--- src/rtl/simon_pkg.sv ---
// Simon 32/64 key-schedule constants and the round-key array type shared with the decryption pipeline.
// Pure declarations; no logic, no latency, no flow control.
package simon_pkg;

    localparam int NR   = 32;
    localparam int M    = 4;
    localparam int WORD = 16;

    // LSB-first: bit 0 is the first z0 term.
    localparam logic [61:0] Z0 = 62'b01100111000011010100100010111110110011100001101010010001011111;

    localparam logic [WORD-1:0] C_CONST = 16'hFFFC;

    typedef logic [NR-1:0][WORD-1:0] round_key_arr_t;

    typedef enum logic [1:0] {
        ST_IDLE,
        ST_EXPAND,
        ST_DONE
    } state_e;

    function automatic logic [WORD-1:0] ror(input logic [WORD-1:0] x, input int unsigned n);
        return (x >> n) | (x << (WORD - n));
    endfunction

endpackage

--- src/rtl/simon_key_round.sv ---
// One Simon 32/64 key-schedule step: k_i from k_{i-4}, k_{i-3}, k_{i-1} and one z0 bit.
// Purely combinational, zero latency, no flow control.
module simon_key_round
    import simon_pkg::*;
(
    input  logic [WORD-1:0] k_im4_i,
    input  logic [WORD-1:0] k_im3_i,
    input  logic [WORD-1:0] k_im1_i,
    input  logic            z_bit_i,
    output logic [WORD-1:0] k_i_o
);

    logic [WORD-1:0] t0;
    logic [WORD-1:0] t1;

    assign t0    = ror(k_im1_i, 3) ^ k_im3_i;
    assign t1    = t0 ^ ror(t0, 1);
    assign k_i_o = C_CONST ^ k_im4_i ^ {{(WORD-1){1'b0}}, z_bit_i} ^ t1;

endmodule

--- src/rtl/simon_key_expand.sv ---
// Iterative Simon 32/64 key expansion, one round key per cycle; key_valid 28 cycles after key_load.
// No backpressure: key_load is accepted in any state and restarts expansion immediately.
module simon_key_expand
    import simon_pkg::*;
(
    input  logic           clk,
    input  logic           rst,
    input  logic           key_load,
    input  logic [63:0]    keytext,
    output logic           busy,
    output logic           key_valid,
    output round_key_arr_t key
);

    state_e          state_q, state_d;
    logic [4:0]      cnt_q, cnt_d;
    round_key_arr_t  key_q, key_d;
    logic [WORD-1:0] k_new;

    simon_key_round u_round (
        .k_im4_i (key_q[cnt_q - 5'd4]),
        .k_im3_i (key_q[cnt_q - 5'd3]),
        .k_im1_i (key_q[cnt_q - 5'd1]),
        .z_bit_i (Z0[cnt_q - 5'd4]),
        .k_i_o   (k_new)
    );

    always_ff @(posedge clk) begin
        if (!rst) begin
            state_q <= ST_IDLE;
            cnt_q   <= '0;
            key_q   <= '0;
        end else begin
            state_q <= state_d;
            cnt_q   <= cnt_d;
            key_q   <= key_d;
        end
    end

    always_comb begin
        state_d = state_q;
        cnt_d   = cnt_q;
        key_d   = key_q;
        // A load wins over an in-flight expansion; key[4..31] are simply overwritten later.
        if (key_load) begin
            for (int w = 0; w < M; w++) begin
                key_d[w] = keytext[w*WORD +: WORD];
            end
            cnt_d   = 5'(M);
            state_d = ST_EXPAND;
        end else if (state_q == ST_EXPAND) begin
            key_d[cnt_q] = k_new;
            cnt_d        = cnt_q + 5'd1;
            if (cnt_q == 5'(NR - 1)) begin
                state_d = ST_DONE;
            end
        end
    end

    assign busy      = (state_q == ST_EXPAND);
    assign key_valid = (state_q == ST_DONE);
    assign key       = key_q;

endmodule
--- config.mk ---
export PLATFORM = sky130hd
export DESIGN_NAME = simon_key_expand
export DESIGN_NICKNAME = d
export VERILOG_FILES = /design/src/rtl/simon_pkg.sv /design/src/rtl/simon_key_round.sv /design/src/rtl/simon_key_expand.sv
export SDC_FILE = /design/constraint.sdc
export NUM_CORES = 2
export LEC_CHECK = 0
export CORE_MARGIN = 10
export CORE_UTILIZATION = 55
export CTS_BUF_LIST = sky130_fd_sc_hd__clkbuf_8
export DETAILED_ROUTE_END_ITERATION = 8
export GPL_ROUTABILITY_DRIVEN = 0
export PLACE_DENSITY_LB_ADDON = 0.3
export SLEW_MARGIN = 5
export SYNTH_ARGS = -nofsm -noshare
export SYNTH_HDL_FRONTEND = slang
export SYNTH_HIERARCHICAL = 1
export SYNTH_SLANG_ARGS = --single-unit
--- constraint.sdc ---
create_clock -name clk -period 6.6 [get_ports clk]
set_input_delay 0.66 -clock clk [delete_from_list [all_inputs] [get_ports clk]]
set_output_delay 0.66 -clock clk [all_outputs]
set_load 0.05 [all_outputs]
==> Yosys cells after proc, flatten, opt, wreduce, memory -nomap -nowiden <==
Memory sizes are Yosys's and may differ from the RTL's.
Cells that the tools add are included.
{ "totals": {"register_bits": 519, "romBits": 32, "input_bits": 67, "memories": 1} }
{ "mem_list": {"columns": ["name", "depth", "width", "rd", "rd_clocked_by_memory_dff", "wr", "line_no", "source"], "rows": [
  ["(no name shown)", 32, 1, 1, 0, 0, "simon_key_expand.sv:24", ".z_bit_i (Z0[cnt_q - 5'd4]),"]
]} }
{ "op_classes": {"n_addsub": 4, "magnitude_cmp": 6, "n_eq_ne": 3, "mux": 17, "bitwise_logic": 9, "reduce_logical": 7} }
{ "ops": {"columns": ["op", "count"], "rows": [
  ["$bwmux W512", 1],
  ["$bmux W16 S5", 3],
  ["$mux W64", 2],
  ["$demux W16 S5", 1],
  ["$mux W16", 4],
  ["$xor A16 B16 Y16", 3],
  ["$lt A5 B6 Y1 const B", 4],
  ["$or A13 B16 Y16", 1],
  ["$or A15 B16 Y16", 1],
  ["$xor A16 B1 Y16", 1],
  ["$not A14 Y14", 1],
  ["$lt A5 B7 Y1 const B", 1],
  ["$mux W3", 2],
  ["$reduce_and A2 Y1", 3],
  ["$add A5 B1 Y5 const B", 1],
  ["$eq A5 B5 Y1 const B", 1],
  ["$ge A5 B1 Y1 const B", 1],
  ["$sub A5 B1 Y5 const B", 1],
  ["$sub A5 B2 Y5 const B", 1],
  ["$sub A5 B3 Y5 const B", 1],
  ["$mux W1", 4],
  ["$reduce_bool A2 Y1", 2],
  ["$eq A2 B1 Y1 const B", 1],
  ["$eq A2 B2 Y1 const B", 1],
  ["3 further kinds", 4]
]} }

==> Logic depth before layout (Yosys ltp) <==
{ "depth": {"depth_word": 11, "depth_mapped": 17} }

==> Modules after synthesis <==
The synthesis kept the hierarchy.
{ "modules_own_cells": {"columns": ["module", "n_inst", "cells_per_inst", "area_each_um2", "seq_area_each_um2"], "rows": [
  ["simon_key_expand", 1, 2773, 31712.9, 10390.0],
  ["simon_key_round", 1, 34, 571.8, 0.0]
]} }

==> Worst setup path before layout <==
No wires, ideal clock.
{ "synth_path": {"path_kind": "register to register", "start": "register cnt_q[1]", "end": "register key_q, in the netlist key[13]", "t_arrival_ns": 4.401, "setup_slack_ns": 2.083, "path_stages_with_launch": 17, "path_cell_list": "dfxtp_1 buf_2 buf_2 buf_1 inv_1 ha_1 clkbuf_1 clkbuf_1 mux4_2 mux4_2 nand2_1 nand2_1 xor2_2 xnor3_1 clkbuf_1 mux2_1 o211a_1"} }
{ "synth_via": {"elab_chain_len": 11, "word_cells_on_any_way": 24} }
{ "synth_lines": {"columns": ["element", "line_no", "source"], "rows": [
  ["start, declared", "simon_key_expand.sv:16", "logic [4:0] cnt_q, cnt_d;"],
  ["start signal, assigned", "simon_key_expand.sv:35", "cnt_q <= cnt_d;"],
  ["$sub A5 B1 Y5", "simon_key_expand.sv:23", ".k_im1_i (key_q[cnt_q - 5'd1]),"],
  ["$bmux W16 S5", "simon_key_expand.sv:23", null],
  ["$mux W16 (not written as such)", "simon_key_expand.sv:23", null],
  ["$or A13 B16 Y16", "simon_pkg.sv:23", "return (x >> n) | (x << (WORD - n));"],
  ["$xor A16 B16 Y16", "simon_key_round.sv:16", "assign t0 = ror(k_im1_i, 3) ^ k_im3_i;"],
  ["$or A15 B16 Y16", "simon_pkg.sv:23", null],
  ["$xor A16 B16 Y16", "simon_key_round.sv:17", "assign t1 = t0 ^ ror(t0, 1);"],
  ["$xor A16 B16 Y16 *", "simon_key_round.sv:18", "assign k_i_o = C_CONST ^ k_im4_i ^ {{(WORD-1){1'b0}}, z_bit_i} ^ t1;"],
  ["named net k_new[13]", "simon_key_expand.sv:18", "logic [WORD-1:0] k_new;"],
  ["$bwmux W512 *", "simon_key_expand.sv:52", "key_d[cnt_q] = k_new;"],
  ["$mux W64 *", "simon_key_expand.sv:51", "end else if (state_q == ST_EXPAND) begin"],
  ["$mux W64 *", "simon_key_expand.sv:45", "if (key_load) begin"],
  ["end signal, assigned", "simon_key_expand.sv:36", "key_q <= key_d;"],
  ["end, declared", "simon_key_expand.sv:17", "round_key_arr_t key_q, key_d;"]
]} }
The timed path passes the listed nets; every way through them passes the cells marked *. The select of a mux whose other input is x is not followed.
A chain may end at the register's enable or synchronous reset.

==> Worst setup path in the final report <==
{ "layout_path": {"start": "register cnt_q[0]", "end": "register key_q, in the netlist key[432]"} }
{ "layout_via": {"elab_chain_len": 9, "word_cells_on_any_way": 23} }
{ "layout_lines": {"columns": ["element", "line_no"], "rows": [
  ["$sub A5 B1 Y5", "simon_key_expand.sv:23"],
  ["$bmux W16 S5", "simon_key_expand.sv:23"],
  ["$mux W16 (not written as such)", "simon_key_expand.sv:23"],
  ["$or A13 B16 Y16", "simon_pkg.sv:23"],
  ["$xor A16 B16 Y16", "simon_key_round.sv:16"],
  ["$or A15 B16 Y16", "simon_pkg.sv:23"],
  ["$xor A16 B16 Y16", "simon_key_round.sv:17"],
  ["$xor A16 B16 Y16 *", "simon_key_round.sv:18"],
  ["named net k_new[0]", "simon_key_expand.sv:18"],
  ["$bwmux W512 *", "simon_key_expand.sv:52"]
]} }
Marked as above.

==> impl_metrics.tcl <==
set metrics [dict create \
    clkTransAtPathRegs_ns 0.06 \
    ctsHoldBuffers 0 \
    syn_avg_cell_area_um2 11.5 \
    yosysMostFrequentCell "dfxtp_1" \
    die-area_um2 68800 \
    endpoint_kind "register" \
    yosys_warnings 6 \
    cts_tree "done" \
    grt_antenna_before_repair 10 \
    p_leak_uw 0.0149 \
    insertion_delay_ns 0.71 \
    crit_path_cell_trace "buf_4, ha_1, nand2b_1, xor2_1, nand2_1, nor4b_1, nor3_1, xnor2_1, xnor3_1, buf_4, nand2_1, a21boi_0" \
    cts-root-buf "clkbuf_8" \
    grt_use_total_pct 40.0 \
    grt_remaining_overflow 0 \
    critical_path_arrival_ns 6.19 \
    netlist.area_leader.share_pct 32.2 \
    ys_seq_area_share_pct 32.2 \
    synth_cell_types 49 \
    start_util_pct 55.7 \
    place_inst 3931 \
    drv_cap 1 \
    hold_ws_ns 0.502 \
    p_per_area_nw_per_um2 209 \
    rsz0062_at_grt "false" \
    die_y_um 262 \
    drive_gt1_share_pct 22.3 \
    status "finished with violations" \
    drv_slew 22 \
    cts_resized 0 \
    worstPathRequired_ns 7.21 \
    max-slew-margin-rel_pct -0.301 \
    power_switching_uw 2970 \
    drc_errors 600 \
    pre_cts_ws_ns 1.22 \
    violations "design-rule violations, max-capacitance violations, max-slew violations" \
    synth_flop_cell "dfxtp_1" \
    ios 581 \
    fmax_mhz 179 \
    dp_hpwl_mm 104 \
    final_hold_viol_count 0 \
    synth_edf_count 0 \
    wl_per_cell_um 35.1 \
    ys_seq_elements 519 \
    power_frac_comb_pct 25.6 \
    cts_buffers 91 \
    skew_ns 0.0406 \
    postSynthCellCount 2807 \
    ant_nets 0 \
    num_vias 28000 \
    setup_viol 0 \
    slowest_delay_ns 1.11 \
    drt-total-wl_mm 143 \
    internal_power_uw 5440 \
    post_cts_buffers 0 \
    fin_crit_ns 5.58 \
    ir_worst_vdd_v 0.000184 \
    hold_path_class "register to register" \
    clk_path_buf_depth 3 \
    design.core.area_um2 57900 \
    port_buffers 580 \
    layout_setup_ws_ns 1.02 \
    die_w_um 262 \
    crit_fanout 44 \
    yosys.area.top_type "dfxtp_1" \
    synthArstFlopShare_pct 0 \
    synthToLayoutAreaGrowth_pct 24.7 \
    critPathSlowestCell "xnor3_1" \
    grt_pass1_wl_mm 204 \
    synth_area_um2 32300 \
    pwr-share-clk_pct 35.9 \
    grt_max_degree 218 \
    clkSinkCount 519 \
    seqPwrFrac_pct 38.5 \
    tns_ns 0 \
    grt_pass1_vias 27000 \
    drtPass1Iterations 9 \
    via_per_inst 6.84 \
    yosys-top-cells-count "dfxtp_1 (519), mux2i_1 (360), nor2b_1 (355)" \
    final_util_pct 69.5 \
    h-tree-depth 3 \
    nets 3335 \
    sw_frac_of_total_pct 35.3 \
    synth_area_leaders "dfxtp_1 (32%), mux4_2 (22%), mux2i_1 (11%), mux2_2 (7.2%), nor2b_1 (6.9%)" \
    layout.cells.non_filler 4092 \
    critPathKind "register to register" \
    placementRows 88 \
    worstMarginPinSlew_ns 1.50 \
    drt-initial-drc-count 4707 \
    synth_nets 2883 \
    cp-start-kind "register" \
    finalCritPeriodShare_pct 84.5 \
]
[power by group through the flow]
stage	registers, uW	clock network [uW]	logic, uW
detailed placement	3300	0	2050
global placement	3300	0	2010
global route	3240	3150	2160
CTS	3230	3020	2050
finish	3240	3020	2160
floorplan	3390	0	1140
[through the flow]
stage	cell area, um2	power, uW
floorplan	32300	4530
global placement	38400	5300
detailed placement	38400	5350
CTS	40200	8300
global route	40200	8550
finish	40300	8410
[cells in the final DEF (no fill, tap or decap), drive strengths merged, types with 64 or more instances in the layout]
cell type,n
mux4,311
mux2i,360
clkbuf,118
o211a,64
nor2b,355
nand2b,67
clkdlybuf4s50,578
mux2,301
a21boi,96
nand2,190
dfxtp,519
[worst max-delay path, delay by kind of cell, from the launching register on]
kind / cells / cell delay, ns
XOR/XNOR: 3 / 1.74
AND/OR/NAND/NOR: 5 / 1.28
buffers and inverters: 2 / 0.96
flip-flops: 1 / 0.81
adder cells (fa/ha/maj): 1 / 0.44
AO/OA/AOI/OAI: 1 / 0.19
[cells by family after synthesis]
kind of cell	count (synthesis)	share of synthesized area, %
buf+inv	285	3.88
flops	519	32.2
fa+ha+maj	9	0.349
simple gates	708	11.8
compound gates	266	6.20
xor+xnor	48	2.22
mux	972	43.4
[final timing paths]
| kind | from | end | slack (ns) | cells after the start |
|---|---|---|---|---|
| setup / recovery | cnt_q[0] | key[432] | 1.02 | 12 |
| hold / removal | key[191] | key[191] | 0.50 | 2 |
| setup reg to reg | cnt_q[0] | key[432] | 1.02 | 12 |
| hold reg to reg | key[191] | key[191] | 0.50 | 2 |
[per-layer routing]
metal / wire length [um] / track usage, % / up-vias / part of all wire (%)
li1: - / - / 11300 / -
met1: 49600 / 46.9 / 13800 / 35
met2: 60900 / 58.0 / 2404 / 42
met3: 21200 / 18.4 / 506 / 15
met4: 11500 / 26.6 / 16 / 8.0
met5: 299 / 2.20 / - / 0.21
[final cells by class]
class,instances,area [um2]
clock buffers,118,1620
fillers,4213,17700
multi-input cells,2003,20700
repair buffers,640,6370
inverters,4,15.0
diodes,6,15.0
well taps,765,957
flip-flops and latches,519,10400
clock inverters,37,174
[registers in the layout (all words and copies together) (netlist names)]
signal   cells
cnt_q        5
key        512
state_q      2
No activity file was read; power rests on OpenSTA's default activity.
